### src/rtl/unaligned_access_sequencer_pkg.sv
// Shared encodings for the unaligned access sequencer: FSM states, access sizes
// and the byte-keep mask used to truncate load results.
package unaligned_access_sequencer_pkg;

    typedef enum logic [1:0] {
        IDLE   = 2'd0,
        FIRST  = 2'd1,
        SECOND = 2'd2,
        RESP   = 2'd3
    } uas_state_t;

    localparam logic [1:0] SIZE_BYTE = 2'd0;
    localparam logic [1:0] SIZE_HALF = 2'd1;
    localparam logic [1:0] SIZE_WORD = 2'd2;

    // Reserved size 3 falls through to a full word.
    function automatic logic [31:0] size_keep(input logic [1:0] size);
        case (size)
            SIZE_BYTE: return 32'h0000_00FF;
            SIZE_HALF: return 32'h0000_FFFF;
            default:   return 32'hFFFF_FFFF;
        endcase
    endfunction

endpackage

### src/rtl/unaligned_access_sequencer_lane_mask.sv
// Maps access size and byte offset to an 8-lane enable mask spanning two
// aligned words, plus a flag saying the upper word is touched.
module uas_lane_mask
    import unaligned_access_sequencer_pkg::*;
(
    input  logic [1:0] size,
    input  logic [1:0] off,
    output logic [7:0] mask,
    output logic       split
);

    logic [7:0] base;

    always_comb begin
        case (size)
            SIZE_BYTE: base = 8'h01;
            SIZE_HALF: base = 8'h03;
            default:   base = 8'h0F;
        endcase
        mask  = base << off;
        split = |mask[7:4];
    end

endmodule

### src/rtl/unaligned_access_sequencer.sv
// Splits CPU loads/stores of any alignment into one or two word-aligned memory
// accesses. Define UNALIGNED_SIGN_EXT_EN to add req_signed for sign-extended loads.
module unaligned_access_sequencer
    import unaligned_access_sequencer_pkg::*;
#(
    parameter int ADDR_WIDTH = 32
) (
    input  logic                  clk,
    input  logic                  reset,
    input  logic                  req_valid,
    output logic                  req_ready,
    input  logic                  req_write,
    input  logic [1:0]            req_size,
    input  logic [ADDR_WIDTH-1:0] req_addr,
    input  logic [31:0]           req_wdata,
`ifdef UNALIGNED_SIGN_EXT_EN
    input  logic                  req_signed,
`endif
    output logic                  mem_valid,
    input  logic                  mem_ready,
    output logic                  mem_write,
    output logic [ADDR_WIDTH-1:0] mem_addr,
    output logic [3:0]            mem_byteen,
    output logic [31:0]           mem_wdata,
    input  logic [31:0]           mem_rdata,
    output logic                  resp_valid,
    output logic [31:0]           resp_rdata
);

    uas_state_t            state, state_nxt;
    logic                  r_write;
    logic [1:0]            r_size;
    logic [ADDR_WIDTH-1:0] r_addr;
    logic [31:0]           r_wdata;
    logic [31:0]           rd_lo, rd_hi;
`ifdef UNALIGNED_SIGN_EXT_EN
    logic                  r_signed;
`endif

    logic [1:0]            off;
    logic [7:0]            mask;
    logic                  split;
    logic [ADDR_WIDTH-1:0] base_addr;
    logic [63:0]           wide_wdata;
    logic [63:0]           rd_shift;
    logic [31:0]           load_res;

    assign off       = r_addr[1:0];
    assign base_addr = {r_addr[ADDR_WIDTH-1:2], 2'b00};

    uas_lane_mask u_mask (
        .size  (r_size),
        .off   (off),
        .mask  (mask),
        .split (split)
    );

    always_ff @(posedge clk or posedge reset) begin
        if (reset) state <= IDLE;
        else       state <= state_nxt;
    end

    always_comb begin
        state_nxt = state;
        case (state)
            IDLE:    if (req_valid) state_nxt = FIRST;
            FIRST:   if (mem_ready) state_nxt = split ? SECOND : RESP;
            SECOND:  if (mem_ready) state_nxt = RESP;
            RESP:    state_nxt = IDLE;
            default: state_nxt = IDLE;
        endcase
    end

    // Request capture and read-data capture; rd_hi is cleared so unsplit loads
    // never merge stale upper-word data.
    always_ff @(posedge clk or posedge reset) begin
        if (reset) begin
            r_write  <= 1'b0;
            r_size   <= SIZE_BYTE;
            r_addr   <= '0;
            r_wdata  <= '0;
            rd_lo    <= '0;
            rd_hi    <= '0;
`ifdef UNALIGNED_SIGN_EXT_EN
            r_signed <= 1'b0;
`endif
        end else begin
            if (state == IDLE && req_valid) begin
                r_write  <= req_write;
                r_size   <= req_size;
                r_addr   <= req_addr;
                r_wdata  <= req_wdata;
                rd_lo    <= '0;
                rd_hi    <= '0;
`ifdef UNALIGNED_SIGN_EXT_EN
                r_signed <= req_signed;
`endif
            end
            if (state == FIRST && mem_ready)  rd_lo <= mem_rdata;
            if (state == SECOND && mem_ready) rd_hi <= mem_rdata;
        end
    end

    always_comb begin
        wide_wdata = {32'b0, r_wdata} << {off, 3'b000};
        rd_shift   = {rd_hi, rd_lo} >> {off, 3'b000};
        load_res   = rd_shift[31:0] & size_keep(r_size);
`ifdef UNALIGNED_SIGN_EXT_EN
        if (r_signed) begin
            case (r_size)
                SIZE_BYTE: load_res = {{24{rd_shift[7]}}, rd_shift[7:0]};
                SIZE_HALF: load_res = {{16{rd_shift[15]}}, rd_shift[15:0]};
                default:   load_res = rd_shift[31:0];
            endcase
        end
`endif
    end

    always_comb begin
        req_ready  = 1'b0;
        mem_valid  = 1'b0;
        mem_write  = 1'b0;
        mem_addr   = '0;
        mem_byteen = 4'h0;
        mem_wdata  = 32'h0;
        resp_valid = 1'b0;
        resp_rdata = 32'h0;
        case (state)
            IDLE: req_ready = 1'b1;
            FIRST: begin
                mem_valid  = 1'b1;
                mem_write  = r_write;
                mem_addr   = base_addr;
                mem_byteen = mask[3:0];
                mem_wdata  = r_write ? wide_wdata[31:0] : 32'h0;
            end
            SECOND: begin
                mem_valid  = 1'b1;
                mem_write  = r_write;
                mem_addr   = base_addr + ADDR_WIDTH'(4);
                mem_byteen = mask[7:4];
                mem_wdata  = r_write ? wide_wdata[63:32] : 32'h0;
            end
            RESP: begin
                resp_valid = 1'b1;
                resp_rdata = r_write ? 32'h0 : load_res;
            end
            default: ;
        endcase
    end

endmodule

### config.mk
export PLATFORM = sky130hd
export DESIGN_NAME = unaligned_access_sequencer
export DESIGN_NICKNAME = d
export VERILOG_FILES = /design/src/rtl/unaligned_access_sequencer_pkg.sv /design/src/rtl/unaligned_access_sequencer_lane_mask.sv /design/src/rtl/unaligned_access_sequencer.sv
export SDC_FILE = /design/constraint.sdc
export NUM_CORES = 1
export LEC_CHECK = 0
export CAP_MARGIN = 30
export CORE_MARGIN = 2
export CORE_UTILIZATION = 49
export CTS_CLUSTER_DIAMETER = 60
export DETAILED_ROUTE_END_ITERATION = 8
export PLACE_DENSITY = 0.86
export SKIP_LAST_GASP = 1
export SLEW_MARGIN = 20
export SYNTH_ARGS = -nofsm -noshare
export SYNTH_HDL_FRONTEND = slang
export SYNTH_HIERARCHICAL = 1
export SYNTH_SLANG_ARGS = --single-unit
### constraint.sdc
create_clock -name clk -period 4.85 [get_ports clk]
set_clock_uncertainty 0.05 [all_clocks]
set_input_delay 0.485 -clock clk [delete_from_list [all_inputs] [get_ports clk]]
set_output_delay 0.485 -clock clk [all_outputs]
set_load 0.01 [all_outputs]
## Yosys cells after proc, flatten, opt, wreduce, memory -nomap -nowiden

Cells that the tools add are included.

- Magnitude comparators: 0
- Mux-type cells: 21
- Add/sub/neg operators: 1
- Shift operators: 3
- Eq/ne operators: 7
- Divide/modulo/power cells: 0
- Reduce and logical (&&, ||, !) cells: 10
- Bitwise logic cells: 1
- Multiply operators: 0

Operator list:

| operator | number |
|---|---|
| two-way mux 32 bit | 7 |
| case mux 32 bit (2 select lines) | 3 |
| << shifter 32 x 5 -> 64 bit | 1 |
| >> shifter 64 x 5 -> 32 bit | 1 |
| adder 32 x 3 -> 32 bit, second input constant | 1 |
| bitwise AND 32 bit | 1 |
| case mux 4 bit (2 select lines) | 2 |
| case mux 2 bit (4 select lines) | 1 |
| << shifter 4 x 2 -> 8 bit | 1 |
| two-way mux 2 bit | 3 |
| != test 2 bit, second input constant | 3 |
| two-way mux 1 bit | 5 |
| equality test 2 x 1 -> 1 bit, second input constant | 2 |
| equality test 2 bit, second input constant | 2 |
| logical NOT 2 bit | 2 |
| nonzero test 2 bit | 2 |
| OR reduction 4 bit | 1 |
| logical AND 1 bit | 3 |
| AND reduction 3 bit | 1 |
| OR reduction 2 bit | 1 |

- Memories kept: 0
- Bits in latches: 0
- Output and inout bits: 104
- Word-level logic and storage cells: 50
- Bits in writable memories: 0
- Register bits after elaboration: 133
- ROM bits: 0

## Depth between registers and ports, before layout

Gate-level depths: netlist of the first run.

- Word-level depth: 7
- Depth in mapped cells: 8
- Mapped depth without buffers: 6

## Hierarchy

Netlist of the first run, hierarchy kept.

By module, submodules not included:

| module | area each (um2) | seq. area each (um2) | cells an instance | times used |
|---|---|---|---|---|
| unaligned_access_sequencer | 7517.2 | 3128.0 | 679 | 1 |
| uas_lane_mask | 85.1 | 0.0 | 16 | 1 |

## Worst setup path after synthesis of the first run

No wires, ideal clock.

- Path kind: flip-flop to output port
- Start: reg state[0]
- End: out mem_addr[12]
- Cell stages (with the launch flop): 9
- Buffers on the path: 3
- Path slack: 2.267 ns
- Arrival time: 2.048 ns
- Cells stage by stage: dfrtp_1 > inv_1 > ha_1 > clkbuf_1 > and2_1 > clkbuf_1 > clkbuf_1 > o21ai_0 > a31oi_1

- Cells in the longest elaborated chain, start to end: 2
- Elaborated cells on any way between the ends: 3
- Those cells by class: eq/ne (2); mux (1)

RTL lines:

| what | line | RTL |
|---|---|---|
| from (decl) | unaligned_access_sequencer.sv:30 | `uas_state_t state, state_nxt;` |
| from (signal assigned) | unaligned_access_sequencer.sv:60 | `else state <= state_nxt;` |
| equality test 2 bit or equality test 2 x 1 -> 1 bit (tied branches) | unaligned_access_sequencer.sv:128 | `case (state)` |
| case mux 32 bit (2 select lines) * | unaligned_access_sequencer.sv:128 |  |
| to (decl) | unaligned_access_sequencer.sv:22 | `output logic [ADDR_WIDTH-1:0] mem_addr,` |

Mark *: on every way between the ends. The rest lies on a longest branch, timed or not.

## Final worst setup path of the first run

- Start: reg state[0]
- End: out mem_wdata[7]

- Cells in the longest elaborated chain, start to end: 2
- Elaborated cells on any way between the ends: 3
- Those cells by class: eq/ne (2); mux (1)

RTL lines:

| what | line | RTL |
|---|---|---|
| equality test 2 bit or equality test 2 x 1 -> 1 bit (tied branches) | unaligned_access_sequencer.sv:128 |  |
| case mux 32 bit (2 select lines) * | unaligned_access_sequencer.sv:128 |  |
| to (decl) | unaligned_access_sequencer.sv:24 | `output logic [31:0] mem_wdata,` |

Marked as above.

==> impl_metrics.toml, run 1 <==
[clock_network]
clock-sinks = 125
numCtsBuffers = 17
clockBufferDepth = 2
postCtsHoldBufs = 0
clk_pin_slew_ns = 0.06
clk-insertion-delay-late_ns = 0.42
cts_tree = "yes"
postCtsResizedCells = 0
htreeDepth = 4
clockRootBuffer = "clkbuf_16"
post_cts_buffers = 0

[timing]
setup-tns-final_ns = 0
slew_viol_final = 0
rsz0062_at_grt = "false"
finalSetupViolCount = 0
finalCritPeriodShare = 0.847
tightest_slew_ns = 0.873
hold_viol = 0
timing.final.ws_setup_ns = 0.740
whs_ns = 0.327
max_clock_freq_ghz = 0.243
layout_min_cycle_time_ns = 4.11
slew_headroom = 0.416

[critical_path]
worstSetupEndpointType = "primary output"
reg2reg_depth = 7
cp_max_fo = 18
max_stage_delay_ns = 0.76
path_cells = "inv_1 > ha_1 > clkinv_1 > nor2_1 > nand2_1 > a21oi_1 > clkdlybuf4s50_1"
critical_path_class = "reg2out"
start_kind = "flip-flop"
worstPathRequired_ns = 4.32
critPathArrivalTime_ns = 3.58
cp_slowest_cell = "nor2_1"

[power]
finalPower_mw = 7.01
power.leakage_nw = 4.25
power_density_mw_per_mm2 = 678
max-vdd-ir-drop_uv = 338

[layout]
final_cell_mix = "clkdlybuf4s50_1, dfrtp_1, mux2_2"
postLayoutCoreUtil = 0.680
final_net_count = 980
drive_above_1_share = 0.190
synthToLayoutAreaGrowth_pct = 36.0
fin_cells = 1074
final_common_cell = "clkdlybuf4s50_1"
design_area_mm2 = 0.0103

[floorplan]
die_y_um = 129
ios = 207
dieArea_mm2 = 0.0165
core_mm2 = 0.0152
row_count = 45
floorplan.initialDensity = 0.500
die_x_um = 129

[detailed_routing]
drc = 0
routedWlPerCell_um = 21.0
drt_iter0_drc = 575
ant_nets = 0
routed_via_density = 6.33
routed_wirelength_mm = 22.5
firstDrtPassIters = 5
vias = 6803

[min_path]
hold_class = "in2async"

[placement]
placedCellCount = 1039
placed_area_mm2 = 0.00972
preCtsSetupSlack_ns = 1.27
hpwl_mm = 15.0
io_buffers = 204
globalplace.congestion = 0.861

[global_route]
grt_max_degree = 69
overflow = 0
grt_pass1_wl_mm = 35.2
grt_pass1_vias = 6423
antenna_found_initial = 2
grt_usage = 0.275

[synth]
ys.flop_type = "dfrtp_1"
synth_edf_count = 0
ys_warn_count = 6
ys_seq_area_frac = 0.411
avgSynthCellArea_um2 = 10.9
syn_area_mm2 = 0.00760
ys_seq_elements = 125
postSynth.asyncResetShare = 1.00
ys_types = 61
synthCells = 695

[status]
status = "completed"

[run]
drv_cap = 0
cells in the mapped netlist (all sizes together), types with 4 or more instances:
cell | number | share of area
nand2 | 35 | 0.017
a22oi | 8 | 0.0079
and2 | 14 | 0.012
a22o | 57 | 0.066
or3 | 4 | 0.0040
a21oi | 19 | 0.013
o31ai | 5 | 0.0049
o22a | 8 | 0.0092
o21a | 5 | 0.0049
nor3 | 7 | 0.0046
a32oi | 7 | 0.0081
mux2i | 15 | 0.020
ha | 5 | 0.0082
nor2b | 12 | 0.0099
mux4 | 32 | 0.095
inv | 9 | 0.0044
o21ai | 14 | 0.0092
clkbuf | 35 | 0.018
nor2 | 53 | 0.026
a31oi | 9 | 0.0074
a211oi | 8 | 0.0079
and3 | 25 | 0.021
and4 | 6 | 0.0071
nand3 | 14 | 0.0092
nand2b | 6 | 0.0049
nand4 | 7 | 0.0066
dfrtp | 125 | 0.41
mux2 | 78 | 0.12
buf | 26 | 0.018
a2bb2oi | 8 | 0.0092
flip-flops by register name, summed over array words and instances, names as in the netlist:
name     cells
r_addr      32
r_size       2
r_wdata     32
r_write      1
rd_hi       24
rd_lo       32
state        2
cell families after synthesis:
group                    after synthesis  synth area share
AND/OR/NAND/NOR                      191             0.130
AO/OA/AOI/OAI                        174             0.176
multiplexers                         125             0.230
flip-flops                           125             0.411
buffers and inverters                 72            0.0415
adder cells (fa/ha/maj)                5           0.00823
other                                  2          0.000988
XOR/XNOR                               1           0.00115
final cells by class:
cell class                 count  area [um2]
antenna                        1        2.50
clock buffer                  23         468
clock inverter                 9         113
fill                        1137        4860
inverter                      11        43.8
multi-input combinational    499        4170
sequential                   125        3130
tap                          188         235
timing repair buffer         218        2170
routing by layer:
layer  GRT usage  vias up  part of all wire
met4       0.116        2             0.030
li1            -     3013                 -
met5           0        -           0.00071
met1       0.380     3373              0.41
met2       0.420      365              0.47
met3      0.0636       50             0.084
where the power goes:
part	leakage (nW)	internal, mW	switching, mW
clock	0.281	0.785	0.472
combinational	2.42	1.90	1.64
sequential	1.55	1.57	0.650
worst max-delay path: cells and delay by family (launching register included):
family | cells | cell delay [ns]
fa+ha+maj | 1 | 0.54
buf+inv | 3 | 1.10
flops | 1 | 0.42
compound gates | 1 | 0.19
simple gates | 2 | 0.91
final timing paths:
| kind | from | endpoint | slack [ns] |
|---|---|---|---|
| worst min register to register | rd_hi[20]$_DFFE_PP0P_ | rd_hi[20]$_DFFE_PP0P_ | 0.45 |
| worst min-delay path | reset | r_addr[4]$_DFFE_PP0P_ | 0.33 |
| max in group asynchronous | reset | r_wdata[30]$_DFFE_PP0P_ | 3.42 |
| worst max register to register | state[0]$_DFFE_PP0P_ | rd_hi[6]$_DFFE_PP0P_ | 2.23 |
| min in group clk | rd_hi[20]$_DFFE_PP0P_ | rd_hi[20]$_DFFE_PP0P_ | 0.45 |
| worst max-delay path | state[0]$_DFFE_PP0P_ | mem_wdata[7] | 0.74 |
No activity file was read; power rests on OpenSTA's default activity.
==> inputs of run 2 (changes only) <==
--- a/config.mk
+++ b/config.mk
@@ -7,10 +7,10 @@
 export LEC_CHECK = 0
 export CAP_MARGIN = 30
 export CORE_MARGIN = 2
-export CORE_UTILIZATION = 49
+export CORE_UTILIZATION = 45
 export CTS_CLUSTER_DIAMETER = 60
 export DETAILED_ROUTE_END_ITERATION = 8
-export PLACE_DENSITY = 0.86
+export PLACE_DENSITY = 0.83
 export SKIP_LAST_GASP = 1
 export SLEW_MARGIN = 20
 export SYNTH_ARGS = -nofsm -noshare
==> constraint.sdc (replaced) <==
create_clock -name clk -period 3.6 [get_ports clk]
set_clock_uncertainty 0.05 [all_clocks]
set_input_delay 0.36 -clock clk [delete_from_list [all_inputs] [get_ports clk]]
set_output_delay 0.36 -clock clk [all_outputs]
set_load 0.01 [all_outputs]
==> run 2 against run 1 <==
- global-route usage decreased by 3.0 points
- via count decreased by 1.8%
- routed wire length decreased by 3.4%
- sequential power increased by 32%
- hold slack improved by 0.080 ns
- non-clock buffer count increased by 5
- count of clock-buffer cells in the layout decreased by 5
- sequential cell count unchanged
- critical path depth increased by 1
- first-iteration DRC count increased by 0.52%
- largest cell class unchanged
==> impl_metrics.toml, run 2 (synthesized netlist as in run 1, its figures left out) <==
[power]
power_density_mw_per_mm2 = 910
p_sw_frac = 0.393
max-vdd-ir-drop_uv = 513
p_int_mw = 5.77
p_clk_frac = 0.180
power_frac_seq = 0.307
power.switching_mw = 3.74
power.leakage_nw = 4.28
combinationalPowerShare = 0.513

[global_route]
grt_max_degree = 126
overflow = 0
grt_usage = 0.245
grt_pass1_vias = 6471
antenna_found_initial = 0
grt_pass1_wl_mm = 34.7

[timing]
rsz0062_at_grt = "false"
slew_headroom = 0.550
max_clock_freq_ghz = 0.293
finalCritPeriodShare = 0.948
tightest_slew_ns = 0.675
layout_min_cycle_time_ns = 3.41
setup-tns-final_ns = 0
finalSetupViolCount = 0
hold_viol = 0
slew_viol_final = 0

[status]
status = "completed"

[placement]
placedCellCount = 1078
hpwl_mm = 15.1
globalplace.congestion = 0.892
io_buffers = 204

[clock_network]
post_cts_buffers = 0
clk-insertion-delay-late_ns = 0.42
clockBufferDepth = 2
clockRootBuffer = "clkbuf_16"
clk_pin_slew_ns = 0.06
htreeDepth = 4
numCtsBuffers = 17
postCtsHoldBufs = 0
cts_tree = "yes"
clock-sinks = 125
postCtsResizedCells = 0

[detailed_routing]
drt_iter0_drc = 578
drc = 0
vias = 6683
firstDrtPassIters = 6
routedWlPerCell_um = 19.6
routed_wirelength_mm = 21.8
ant_nets = 0
routed_via_density = 6.02

[floorplan]
ios = 207
floorplan.initialDensity = 0.460
dieArea_mm2 = 0.0179
die_y_um = 134
die_x_um = 134
core_mm2 = 0.0165
row_count = 47

[layout]
final_cell_mix = "clkdlybuf4s50_1, dfrtp_1, mux2_2"
reg.largest.list = "r_addr x32, r_wdata x32, rd_lo x32"
fin_cells = 1110
drive_above_1_share = 0.200
final_common_cell = "clkdlybuf4s50_1"
synthToLayoutAreaGrowth_pct = 37.5
antennaDiodeCount = 0
final_net_count = 985

[min_path]
hold_class = "in2async"

[critical_path]
critical_path_class = "reg2out"
worstPathRequired_ns = 3.19
max_stage_delay_ns = 0.56
critPathArrivalTime_ns = 3.00
worstSetupEndpointType = "primary output"
cp_slowest_cell = "clkdlybuf4s50_1"
cp_max_fo = 10
start_kind = "flip-flop"
path_cells = "inv_1 > ha_1 > and2_1 > buf_4 > nand2b_1 > o41ai_1 > o21bai_1 > clkdlybuf4s50_1"

[run]
drv_cap = 0
[run 2: cell count changes in the layout (fill, tap and decap cells not counted), moves of 3 or more]
cell / before / now
buf_4: 11 / 15
clkinvlp_4: 1 / 5
inv_6: 0 / 6
clkbuf_1: 4 / 1
buf_12: 0 / 4
[run 2: final cells by class]
| cell class | instances | area [um2] |
|---|---|---|
| fill | 1286 | 6070 |
| inverter | 11 | 48.8 |
| timing repair buffer | 223 | 2230 |
| multi-input combinational | 499 | 4180 |
| clock inverter | 14 | 158 |
| sequential | 125 | 3130 |
| clock buffer | 18 | 429 |
| tap | 220 | 275 |
[run 2: final timing paths]
path / cells after the start / endpoint / start / slack, ns
max: 8 / mem_addr[29] / state[1]$_DFFE_PP0P_ / 0.19
min: 3 / rd_lo[28]$_DFFE_PP0P_ / reset / 0.41
max reg2reg: 7 / rd_lo[1]$_DFFE_PP0P_ / state[1]$_DFFE_PP0P_ / 1.34
min reg2reg: 1 / rd_lo[7]$_DFFE_PP0P_ / rd_lo[7]$_DFFE_PP0P_ / 0.45
max in group asynchronous: 3 / r_addr[26]$_DFFE_PP0P_ / reset / 2.56
min in group clk: 1 / rd_lo[7]$_DFFE_PP0P_ / rd_lo[7]$_DFFE_PP0P_ / 0.45
[run 2: through the flow]
| stage | hold slack [ns] | instance area [um2] | total power [mW] | setup WS (ns) | util |
|---|---|---|---|---|---|
| after CTS | 0.449 | 10400 | 9.51 | 0.0979 | 0.632 |
| after global placement | 0.431 | 9860 | 7.63 | 0.657 | 0.597 |
| final | 0.407 | 10500 | 9.51 | 0.189 | 0.633 |
| after floorplan | 0.411 | 7610 | 5.98 | 1.14 | - |
| after detailed placement | 0.434 | 9860 | 7.75 | 0.581 | 0.597 |
| after global routing | 0.473 | 10500 | 10.1 | 0.0237 | 0.633 |
[run 2: power groups by stage]
stage,Combinational [mW],Sequential [mW],Clock (mW)
floorplan,3.39,2.59,0
global placement,4.76,2.87,0
detailed placement,4.85,2.90,0
CTS,4.88,2.89,1.74
global route,5.27,3.02,1.81
finish,4.88,2.92,1.71
[run 2: layer usage]
metal	track usage	part of all wire	vias up
li1	-	-	3022
met1	0.332	0.41	3291
met2	0.375	0.47	317
met3	0.0642	0.078	53
met4	0.102	0.035	0
met5	0	0	-
[run 2: worst max-delay path, delay by kind of cell (launching register included)]
family | cells | cell delay, ns
buffers and inverters | 3 | 0.88
AOI/OAI and AO/OA | 2 | 0.39
and+or+nand+nor | 2 | 0.43
DFF | 1 | 0.41
adders and majority gates | 1 | 0.46
==> inputs of run 3 (changes only) <==
--- a/config.mk
+++ b/config.mk
@@ -7,13 +7,12 @@
 export LEC_CHECK = 0
 export CAP_MARGIN = 30
 export CORE_MARGIN = 2
-export CORE_UTILIZATION = 45
+export CORE_UTILIZATION = 44
 export CTS_CLUSTER_DIAMETER = 60
 export DETAILED_ROUTE_END_ITERATION = 8
-export PLACE_DENSITY = 0.83
+export PLACE_DENSITY = 0.82
 export SKIP_LAST_GASP = 1
 export SLEW_MARGIN = 20
 export SYNTH_ARGS = -nofsm -noshare
 export SYNTH_HDL_FRONTEND = slang
-export SYNTH_HIERARCHICAL = 1
 export SYNTH_SLANG_ARGS = --single-unit
==> run 3 against run 2 <==
- first-iteration DRC count is 4.0% higher
- area after synthesis fell by 0.48%
- global-route usage grew 0.82 points
- sequential power is essentially flat
- combinational power is essentially flat
- sequential cell count did not move
- clock power rose by 8%
- sequential share of layout area is 0.20 points lower
- hold slack got worse by 0.26 ns
==> impl_metrics.toml, run 3 <==
[power]
max-vdd-ir-drop_uv = 456
power_density_mw_per_mm2 = 916
power.leakage_nw = 4.32

[timing]
layout_min_cycle_time_ns = 3.44
slew_viol_final = 0
finalSetupViolCount = 0
hold_viol = 0
finalCritPeriodShare = 0.957
whs_ns = 0.151
max_clock_freq_ghz = 0.290
tightest_slew_ns = 0.820
slew_headroom = 0.449

[clock_network]
numCtsBuffers = 17
clk-insertion-delay-late_ns = 0.41
clockRootBuffer = "clkbuf_16"
cts_tree = "yes"
clk_pin_slew_ns = 0.06
clockBufferDepth = 2
postCtsHoldBufs = 0
clock-sinks = 125
postCtsResizedCells = 0
htreeDepth = 4
post_cts_buffers = 0

[synth]
synth.top_cell.area_share = 0.413
yosysMostFrequentCell = "dfrtp_1"
ys_types = 58
yosysTopAreaCell = "dfrtp_1"
ys_seq_area_frac = 0.413
ys_seq_elements = 125
postSynth.asyncResetShare = 1.00
synth_area_leaders = "dfrtp_1, mux2_2, mux4_2, a22o_1, mux2i_1"
synthCells = 679
synth_edf_count = 0
ys.flop_type = "dfrtp_1"
syn_area_mm2 = 0.00757
avgSynthCellArea_um2 = 11.1
synth_commonest_cells = "dfrtp_1, mux2_2, a22o_1"
ys_warn_count = 0

[critical_path]
start_kind = "flip-flop"
worstPathRequired_ns = 3.19
max_stage_delay_ns = 0.61
cp_max_fo = 16
critPathArrivalTime_ns = 3.03
path_cells = "inv_1 > ha_1 > and2_1 > buf_4 > nand3_1 > o21ai_0 > clkdlybuf4s50_1"
critical_path_class = "reg2out"
crit_buf_inv = 3
cp_slowest_cell = "clkdlybuf4s50_1"
worstSetupEndpointType = "primary output"
cp_top_family = "buffers and inverters"

[floorplan]
die_y_um = 135
dieArea_mm2 = 0.0183
ios = 207
floorplan.initialDensity = 0.453
row_count = 47
core_mm2 = 0.0167
die_x_um = 135

[global_route]
antenna_found_initial = 1
overflow = 0
grt_usage = 0.253
grt_pass1_wl_mm = 35.8
grt_pass1_vias = 6622
grt_max_degree = 39

[run]
drv_cap = 0

[layout]
synthToLayoutAreaGrowth_pct = 39.1
drive_above_1_share = 0.205
reg.largest.list = "r_addr x32, r_wdata x32, rd_lo x32"
final_cell_mix = "clkdlybuf4s50_1, dfrtp_1, mux2_2"
postLayoutCoreUtil = 0.630
final_common_cell = "clkdlybuf4s50_1"
final_net_count = 975

[detailed_routing]
vias = 6544
routed_via_density = 5.95
drt_iter0_drc = 601
ant_nets = 0
firstDrtPassIters = 5
routed_wirelength_mm = 22.8
routedWlPerCell_um = 20.7
drc = 0

[placement]
io_buffers = 204
hpwl_mm = 16.2
globalplace.congestion = 0.881

[status]
status = "completed"

[min_path]
hold_class = "in2async"
[run 3: cell count changes in the layout (fill, tap and decap cells not counted), moves of 4 or more]
cell / delta
nor2_1: -11
o21ai_0: +8
a21oi_1: -7
a22oi_1: -7
buf_4: +7
nand2_1: -7
and2_1: +6
inv_6: -6
nor3_1: -5
o311ai_0: +5
clkbuf_8: +4
[run 3: cells by family after synthesis]
family                   synth area share
other                            0.000496
adder cells (fa/ha/maj)           0.00827
multiplexers                        0.232
buffers and inverters              0.0446
AND/OR/NAND/NOR                     0.124
flip-flops                          0.413
AO/OA/AOI/OAI                       0.177
[run 3: through the flow]
| stage | cells | setup slack, ns | total power [mW] | area [um2] | TNS, ns |
|---|---|---|---|---|---|
| after floorplan | 680 | 1.22 | 5.90 | 7570 | 0 |
| after global placement | 1067 | 0.662 | 7.65 | 9860 | 0 |
| after detailed placement | 1067 | 0.615 | 7.76 | 9860 | 0 |
| after CTS | 1098 | 0.143 | 9.65 | 10500 | 0 |
| after global routing | 1100 | -0.0000797 | 10.2 | 10500 | -0.0000797 |
| final | 1100 | 0.156 | 9.64 | 10500 | 0 |
[run 3: path summary, 6_finish.rpt]
check                                           start                      end  slack, ns  cells past startpoint
worst max-delay path             state[0]$_DFFE_PP0P_             mem_addr[14]       0.16                      7
max in group asynchronous                       reset   r_addr[19]$_DFFE_PP0P_       2.60                      4
worst min register to register  rd_hi[23]$_DFFE_PP0P_    rd_hi[23]$_DFFE_PP0P_       0.45                      1
worst max register to register   state[1]$_DFFE_PP0P_    rd_lo[16]$_DFFE_PP0P_       1.37                      8
worst min-delay path                            reset  r_wdata[22]$_DFFE_PP0P_       0.15                      2
min in group clk                rd_hi[23]$_DFFE_PP0P_    rd_hi[23]$_DFFE_PP0P_       0.45                      1
[run 3: where the power goes]
group	internal [mW]	switching, mW
Clock	1.23	0.618
Sequential	2.10	0.811
Combinational	2.66	2.23
Total	5.99	3.66
[run 3: area by class of cell]
type,instances,area (um2)
diodes,1,2.50
clock buffers,21,480
clock inverters,10,161
fillers,1333,6180
inverters,12,48.8
multi-input cells,480,4110
flip-flops and latches,125,3130
well taps,220,275
repair buffers,231,2310
[run 3: per-layer routing]
layer	GRT usage	vias to the layer above	wire (um)	share of wire
met4	0.0903	0	561	0.025
met5	0	-	0	0
met1	0.342	3235	9670	0.42
met2	0.405	287	10900	0.48
li1	-	2984	-	-
met3	0.0569	38	1690	0.074
[run 3: worst reg2reg max path, stage by stage, from the launching register on]
cell     delay, ns
dfrtp_1       0.41
inv_1         0.11
ha_1          0.30
buf_4         0.20
and2_1        0.12
buf_4         0.36
a21oi_2       0.05
buf_4         0.27
a22o_1        0.25
